`config.mk`:
```
export PLATFORM = sky130hd
export DESIGN_NAME = reprodutor_sequencia
export DESIGN_NICKNAME = d
export VERILOG_FILES = /design/src/rtl/reprodutor_sequencia.sv
export SDC_FILE = /design/constraint.sdc
export NUM_CORES = 1
export LEC_CHECK = 0
export CORE_ASPECT_RATIO = 0.75
export CORE_MARGIN = 2
export CORE_UTILIZATION = 57
export CTS_BUF_LIST = sky130_fd_sc_hd__clkbuf_4
export CTS_CLUSTER_SIZE = 10
export DETAILED_ROUTE_END_ITERATION = 7
export GPL_TIMING_DRIVEN = 0
export PLACE_DENSITY = 0.82
export SLEW_MARGIN = 20
export SYNTH_ARGS = -nofsm -noshare
export SYNTH_HDL_FRONTEND = slang
export SYNTH_SLANG_ARGS = --single-unit
```
`constraint.sdc`:
```
create_clock -name clock -period 6.1 [get_ports clock]
set_input_delay 0.915 -clock clock [delete_from_list [all_inputs] [get_ports clock]]
set_output_delay 0.915 -clock clock [all_outputs]
set_load 0.02 [all_outputs]
```
`src/rtl/reprodutor_sequencia.sv`:
```
// Sequence player: records up to DEPTH entries while idle, then shows each one
// for ON_CYCLES cycles with OFF_CYCLES blank cycles between entries.
module reprodutor_sequencia #(
    parameter int WIDTH      = 7,
    parameter int DEPTH      = 16,
    parameter int ON_CYCLES  = 4,
    parameter int OFF_CYCLES = 2
) (
    input  logic                     clock,
    input  logic                     clear_n,
    input  logic                     wr_en,
    input  logic [WIDTH-1:0]         wr_data,
    input  logic                     restart,
    input  logic                     start,
    output logic [WIDTH-1:0]         Q,
    output logic                     valid,
    output logic                     busy,
    output logic                     done,
    output logic [$clog2(DEPTH):0]   count,
    output logic                     full
);

    localparam int AW   = $clog2(DEPTH);
    localparam int CW   = AW + 1;
    localparam int TMAX = (ON_CYCLES > OFF_CYCLES) ? ON_CYCLES : OFF_CYCLES;
    localparam int TW   = $clog2(TMAX + 1);

    typedef enum logic [1:0] {IDLE, SHOW, GAP, FIM} state_t;

    state_t            state_reg;
    logic [CW-1:0]     count_reg;
    logic [AW-1:0]     idx_reg;
    logic [TW-1:0]     timer_reg;
    logic [WIDTH-1:0]  q_reg;
    logic              valid_reg;
    logic              busy_reg;
    logic              done_reg;

    logic [WIDTH-1:0]  mem [DEPTH];

    logic              full_int;
    logic              wr_fire;
    logic [CW-1:0]     last_idx;

    assign full_int = (count_reg == CW'(DEPTH));
    assign last_idx = count_reg - CW'(1);

    // restart and start both take priority over a write in the same cycle
    assign wr_fire = clear_n && (state_reg == IDLE) && wr_en && !full_int
                     && !restart && !start;

    // Buffer storage has no reset so contents survive clear_n and restart.
    always_ff @(posedge clock) begin
        if (wr_fire) begin
            mem[count_reg[AW-1:0]] <= wr_data;
        end
    end

    always_ff @(posedge clock) begin
        if (!clear_n) begin
            state_reg <= IDLE;
            count_reg <= '0;
            idx_reg   <= '0;
            timer_reg <= '0;
            q_reg     <= '0;
            valid_reg <= 1'b0;
            busy_reg  <= 1'b0;
            done_reg  <= 1'b0;
        end else begin
            done_reg <= 1'b0;
            case (state_reg)
                IDLE: begin
                    if (restart) begin
                        count_reg <= '0;
                    end else if (start) begin
                        if (count_reg != '0) begin
                            state_reg <= SHOW;
                            idx_reg   <= '0;
                            timer_reg <= '0;
                            q_reg     <= mem[AW'(0)];
                            valid_reg <= 1'b1;
                            busy_reg  <= 1'b1;
                        end else begin
                            state_reg <= FIM;
                            done_reg  <= 1'b1;
                        end
                    end else if (wr_fire) begin
                        count_reg <= count_reg + CW'(1);
                    end
                end
                SHOW: begin
                    if (timer_reg == TW'(ON_CYCLES - 1)) begin
                        timer_reg <= '0;
                        q_reg     <= '0;
                        valid_reg <= 1'b0;
                        if ({1'b0, idx_reg} == last_idx) begin
                            state_reg <= FIM;
                            busy_reg  <= 1'b0;
                            done_reg  <= 1'b1;
                        end else begin
                            state_reg <= GAP;
                        end
                    end else begin
                        timer_reg <= timer_reg + TW'(1);
                    end
                end
                GAP: begin
                    if (timer_reg == TW'(OFF_CYCLES - 1)) begin
                        timer_reg <= '0;
                        idx_reg   <= idx_reg + AW'(1);
                        q_reg     <= mem[idx_reg + AW'(1)];
                        valid_reg <= 1'b1;
                        state_reg <= SHOW;
                    end else begin
                        timer_reg <= timer_reg + TW'(1);
                    end
                end
                FIM: begin
                    state_reg <= IDLE;
                end
                default: begin
                    state_reg <= IDLE;
                end
            endcase
        end
    end

    assign Q     = q_reg;
    assign valid = valid_reg;
    assign busy  = busy_reg;
    assign done  = done_reg;
    assign count = count_reg;
    assign full  = full_int;

endmodule

```
== Word-level counts from Yosys, hierarchy flattened ==
Memories as Yosys holds them, arrays and structs flattened.
Cells that the tools add are included.

* Register bits after elaboration: 24
* RAM bits: 112
* Output and inout bits: 16
* Word-level logic and storage cells: 91
* Memories kept: 1

* Add/subtract/negate cells: 4
* Eq/ne operators: 14
* Multiplexer cells: 44
* Reductions and logical operators: 20

{| class="wikitable"
|+ Memories
! memory !! words !! width !! read ports !! clocked after Yosys merged registers in !! write ports !! line !! source
|-
| mem || 16 || 7 || 2 || 0 || 1 || 39 || <nowiki>logic [WIDTH-1:0] mem [DEPTH];</nowiki>
|}

{| class="wikitable"
|+ Operators with widths
! cell !! number
|-
| two-way mux 7 bit || 5
|-
| case mux 7 bit (3 select lines) || 1
|-
| two-way mux 4 bit || 4
|-
| two-way mux 1 bit || 15
|-
| two-way mux 3 bit || 5
|-
| two-way mux 5 bit || 3
|-
| != test 2 bit, second input constant || 6
|-
| AND reduction 6 bit || 2
|-
| two-way mux 2 bit || 5
|-
| case mux 3 bit (3 select lines) || 1
|-
| case mux 2 bit (4 select lines) || 1
|-
| case mux 4 bit (2 select lines) || 1
|-
| AND reduction 4 bit || 2
|-
| nonzero test 2 bit || 3
|-
| adder 5 x 1 -> 5 bit, second input constant || 1
|-
| == test 4 x 5 -> 1 bit || 1
|-
| == test 5 bit, second input constant || 1
|-
| logical AND 1 bit || 5
|-
| AND reduction 5 bit || 1
|-
| nonzero test 5 bit || 1
|-
| subtractor 5 x 1 -> 5 bit, second input constant || 1
|-
| adder 4 x 1 -> 4 bit, second input constant || 1
|-
| == test 2 bit, second input constant || 2
|-
| case mux 1 bit (2 select lines) || 2
|-
| other kinds (10) || 12
|}

== Logic depth before layout (Yosys ltp) ==
* Depth in word-level cells: 9
* Depth in mapped cells: 8
* Depth with buffers taken out: 7

== Worst setup path before layout ==
OpenSTA, ideal clock, no wires.

* Kind: input -> register
* From: in clear_n
* To: mem mem[3][0] (enable)
* Setup time: 0.380 ns
* Arrival: 2.215 ns
* Data required time: 5.720 ns
* Slack: 3.505 ns
* Stages on the path: 5
* Path through: clkbuf_2 -> nand4b_1 -> nor3_4 -> nand2_1 -> nor3_1

* Word-level cells in the longest chain between the ends: 7

{| class="wikitable"
|+ RTL lines
! item !! line !! source
|-
| from (decl) || 10 || <nowiki>input logic clear_n,</nowiki>
|-
| logical AND 1 bit (3 in a row) || 49 || <nowiki>assign wr_fire = clear_n && (state_reg == IDLE) && wr_en && !full_int</nowiki>
|-
| logical AND 1 bit (2 in a row) || 50 || <nowiki>&& !restart && !start;</nowiki>
|-
| two-way mux 1 bit || 54 || <nowiki>if (wr_fire) begin</nowiki>
|-
| two-way mux 1 bit (implied by the code) || 55 || <nowiki>mem[count_reg[AW-1:0]] <= wr_data;</nowiki>
|-
| to (decl) || 39 ||
|}

Every way passes these cells.

== Final worst setup path ==
* From: reg count_reg[0] (netlist: count[0])
* To: out full

* Word-level cells in the longest chain between the ends: 1

{| class="wikitable"
|+ RTL lines
! item !! line !! source
|-
| from (decl) || 31 || <nowiki>logic [CW-1:0] count_reg;</nowiki>
|-
| from (signal assigned) || 88 || <nowiki>count_reg <= count_reg + CW'(1);</nowiki>
|-
| == test 5 bit || 45 || <nowiki>assign full_int = (count_reg == CW'(DEPTH));</nowiki>
|-
| to (decl) || 20 || <nowiki>output logic full</nowiki>
|}

Every way passes these cells.

==> summary.md <==
| Metric | Value |
|---|---|
| Status | `finished clean` |
| Overall global routing resource usage | `0.2563` |
| Hold WC Path Type | `register to register` |
| Buffers on Ports | `26` |
| Die Span Y | `between 90 and 100 um` |
| R2R depth | `6` |
| Vias | `roughly 3700` |
| H-tree depth | `4` |
| Antenna-violating nets left | `0` |
| MaxCap Viol Count | `0` |
| Syn Area/Cell | `approximately 14 sq um` |
| Hold path start | `timer_reg[1]` |
| Syn_nets | `~440` |
| Final min period | `approximately 3.2 ns` |
| Post-CTS resize count | `0` |
| IO Count | `28` |
| CP Max Fanout | `8` |
| R2r endpoint | `mem[3][3]` |
| Setup Buffers After CTS | `0` |
| Nets | `between 400 and 500` |
| Synthesis-stage register bit count | `roughly 140` |
| Final WL | `between 10000 and 15000 um` |
| Fillers | `710` |
| Ys async rst share | `0` |
| Mapped Area | `0.005923 sq mm` |
| Crit start category | `register` |
| WP data arrival | `2.28 ns` |
| Placed insts | `between 500 and 600` |
| Period utilisation layout | `0.5238` |
| Lkg Pwr | `about 2.2 nW` |
| Final Hold Fails | `0` |
| CTS tree | `built` |
| Hold endpoint | `timer_reg[1]` |
| Cell count after synthesis | `around 410` |
| Post-synth top area cell | `edfxtp_1` |
| CP Data Required Time | `~5.2 ns` |
| Worst vdd ir | `about 240 uV` |
| CTS max path bufs | `2` |
| Ys Warns | `0` |
| Internal reg-to-reg setup slack | `approximately 3.0 ns` |
| Max FFs per register | `about 110` |
| Hold path cells | `2` |
| Synth top area share | `0.5678` |
| Netlist cell types | `51` |
| Initial Util | `0.5801` |
| # rows | `32` |
| Vias in the first global route | `3675` |
| Register area share after synthesis | `0.6489` |
| Iteration-0 DRC count of the detailed router | `554` |
| CP endpoint kind | `output port` |
| Core Box Area | `around 0.010 sq mm` |
| Rel. slew slack | `0.3053` |
| Number of diodes | `0` |
| Design Area, Final | `a little under 0.007 sq mm` |
| Drt drc | `0` |
| CTS Sinks | `between 100 and 150` |
| Routability cong. | `~0.96` |
| DR pass1 iterations | `5` |
| First-pass GRT wire length | `20380 um` |
| Fin util | `0.6583` |
| Die area | `0.01123 sq mm` |
| Die width | `around 120 um` |
| RSZ-0062 raised after global routing | `no` |
| Setup TNS | `0 ns` |
| Largest cells by area after synthesis | `edfxtp_1 57%, dfxtp_1 8.1%, mux4_2 5.3%` |
| Power Density | `344.4 mW/mm^2` |
| Largest net degree at the start of global routing | `17` |
| Worst skew pair latency | `0.54 ns` |
| Root Driver | `clkbuf_4` |
| Post-synth EDFFs | `approximately 110` |
| Num CTS Buffers | `17` |
| Clock slew at reported path FFs | `between 0.1 and 0.15 ns` |
| Reg2reg start | `count[0]` |
| Final setup fails | `0` |
| Worst Clk Skew | `~0.024 ns` |
| CTS Hold Bufs | `0` |
| Wirelength per Cell | `roughly 22 um` |
| DR vias/cell | `approximately 6` |
| Slew @ Worst Pin | `a little over 1 ns` |
| F_max | `around 0.31 GHz` |
| Dpl hpwl | `about 9000 um` |
| Post-place instance area | `between 0.006 and 0.007 sq mm` |
| Total grt overflow | `0` |
| Fin. max-slew vios | `0` |
| Final hold slack | `a little over 0.5 ns` |
| Layout cells sized above 1 | `0.1627` |
| Cell Count, Final, Fillers Out | `~600` |
| Initial antenna violation count | `0` |
| Setup CP Type | `register to output port` |
| Top_reg_cell synth | `edfxtp_1` |
| Syn-to-layout area delta | `13.48%` |
==> worst max-delay path: stages, from the launching register on <==
cell and delay (ns):
dfxtp_1 0.56, inv_1 0.12, ha_1 0.29, and4bb_4 0.25, clkdlybuf4s50_1 0.53
==> synth_stat cells, drive strengths merged (4+ instances only) <==
| cell type | number |
|---|---|
| a2111oi | 14 |
| a32oi | 7 |
| clkbuf | 6 |
| xor2 | 4 |
| mux4 | 14 |
| a31oi | 21 |
| inv | 10 |
| edfxtp | 112 |
| nor3 | 8 |
| a21boi | 4 |
| o21ai | 10 |
| nor2 | 20 |
| nand2b | 6 |
| ha | 14 |
| dfxtp | 24 |
| xnor2 | 7 |
| nand2 | 45 |
| mux2i | 18 |
| nor2b | 15 |
| buf | 16 |
==> final cells by class <==
type / count / area (sq um) / area share
inverters: 11 / 41.29 / 0.006143
clock buffers: 17 / 127.6 / 0.01899
well taps: 136 / 170.2 / 0.02532
flip-flops and latches: 136 / 3844 / 0.5719
multi-input cells: 240 / 1916 / 0.2850
repair buffers: 26 / 260.3 / 0.03872
plain buffers: 22 / 137.6 / 0.02048
clock inverters: 15 / 225.2 / 0.03351
==> worst max-delay path by stage <==
stage	from	endpoint	slack, ns	cells past startpoint
floorplan	clear_n	mem[3][0]	3.51	5
global placement	start	mem[1][3]	2.64	5
detailed placement	start	mem[1][6]	2.43	5
CTS	count[0]	full	2.87	4
global route	count[0]	full	2.77	4
finish	count[0]	full	2.90	4
==> where the power goes <==
part           internal [mW]  switching [mW]
Sequential              1.04          0.0243
Combinational          0.220           0.334
Clock                  0.367           0.331
Total                   1.63           0.689
==> layout by cell type (no fill, tap or decap), types with 6 or more instances in the layout <==
cell / instances
clkdlybuf4s50_1: 26
nand2_1: 45
ha_1: 14
a32oi_1: 7
nand2b_1: 6
nor2b_1: 15
xnor2_1: 6
edfxtp_1: 112
clkbuf_4: 17
mux2i_1: 18
a31oi_1: 21
nor2_1: 20
mux4_2: 14
dfxtp_1: 24
inv_1: 10
buf_2: 10
o21ai_0: 8
a2111oi_0: 14
==> metal layers <==
layer	wire, um	part of all wire	global-route usage	up-vias
li1	-	-	-	1667
met3	1284	0.098	0.08458	34
met1	5493	0.42	0.3625	1782
met4	334	0.025	0.08812	0
met5	0	0	0	-
met2	6009	0.46	0.3764	188
==> stage by stage <==
step,setup WS [ns],power [mW]
2_1_floorplan,3.505,1.448
5_1_grt,2.771,2.408
3_5_place_dp,2.429,1.623
3_3_place_gp,2.642,1.608
6_report,2.905,2.315
4_1_cts,2.871,2.314
==> cell families after synthesis <==
logic type / Yosys count / share of synthesized area
flip-flops: 136 / 0.6489
adder cells (fa/ha/maj): 14 / 0.02957
buffers and inverters: 33 / 0.03021
AO/OA/AOI/OAI: 67 / 0.08260
AND/OR/NAND/NOR: 114 / 0.1016
XOR/XNOR: 12 / 0.02155
multiplexers: 33 / 0.08555
No activity file was read; power rests on OpenSTA's default activity.
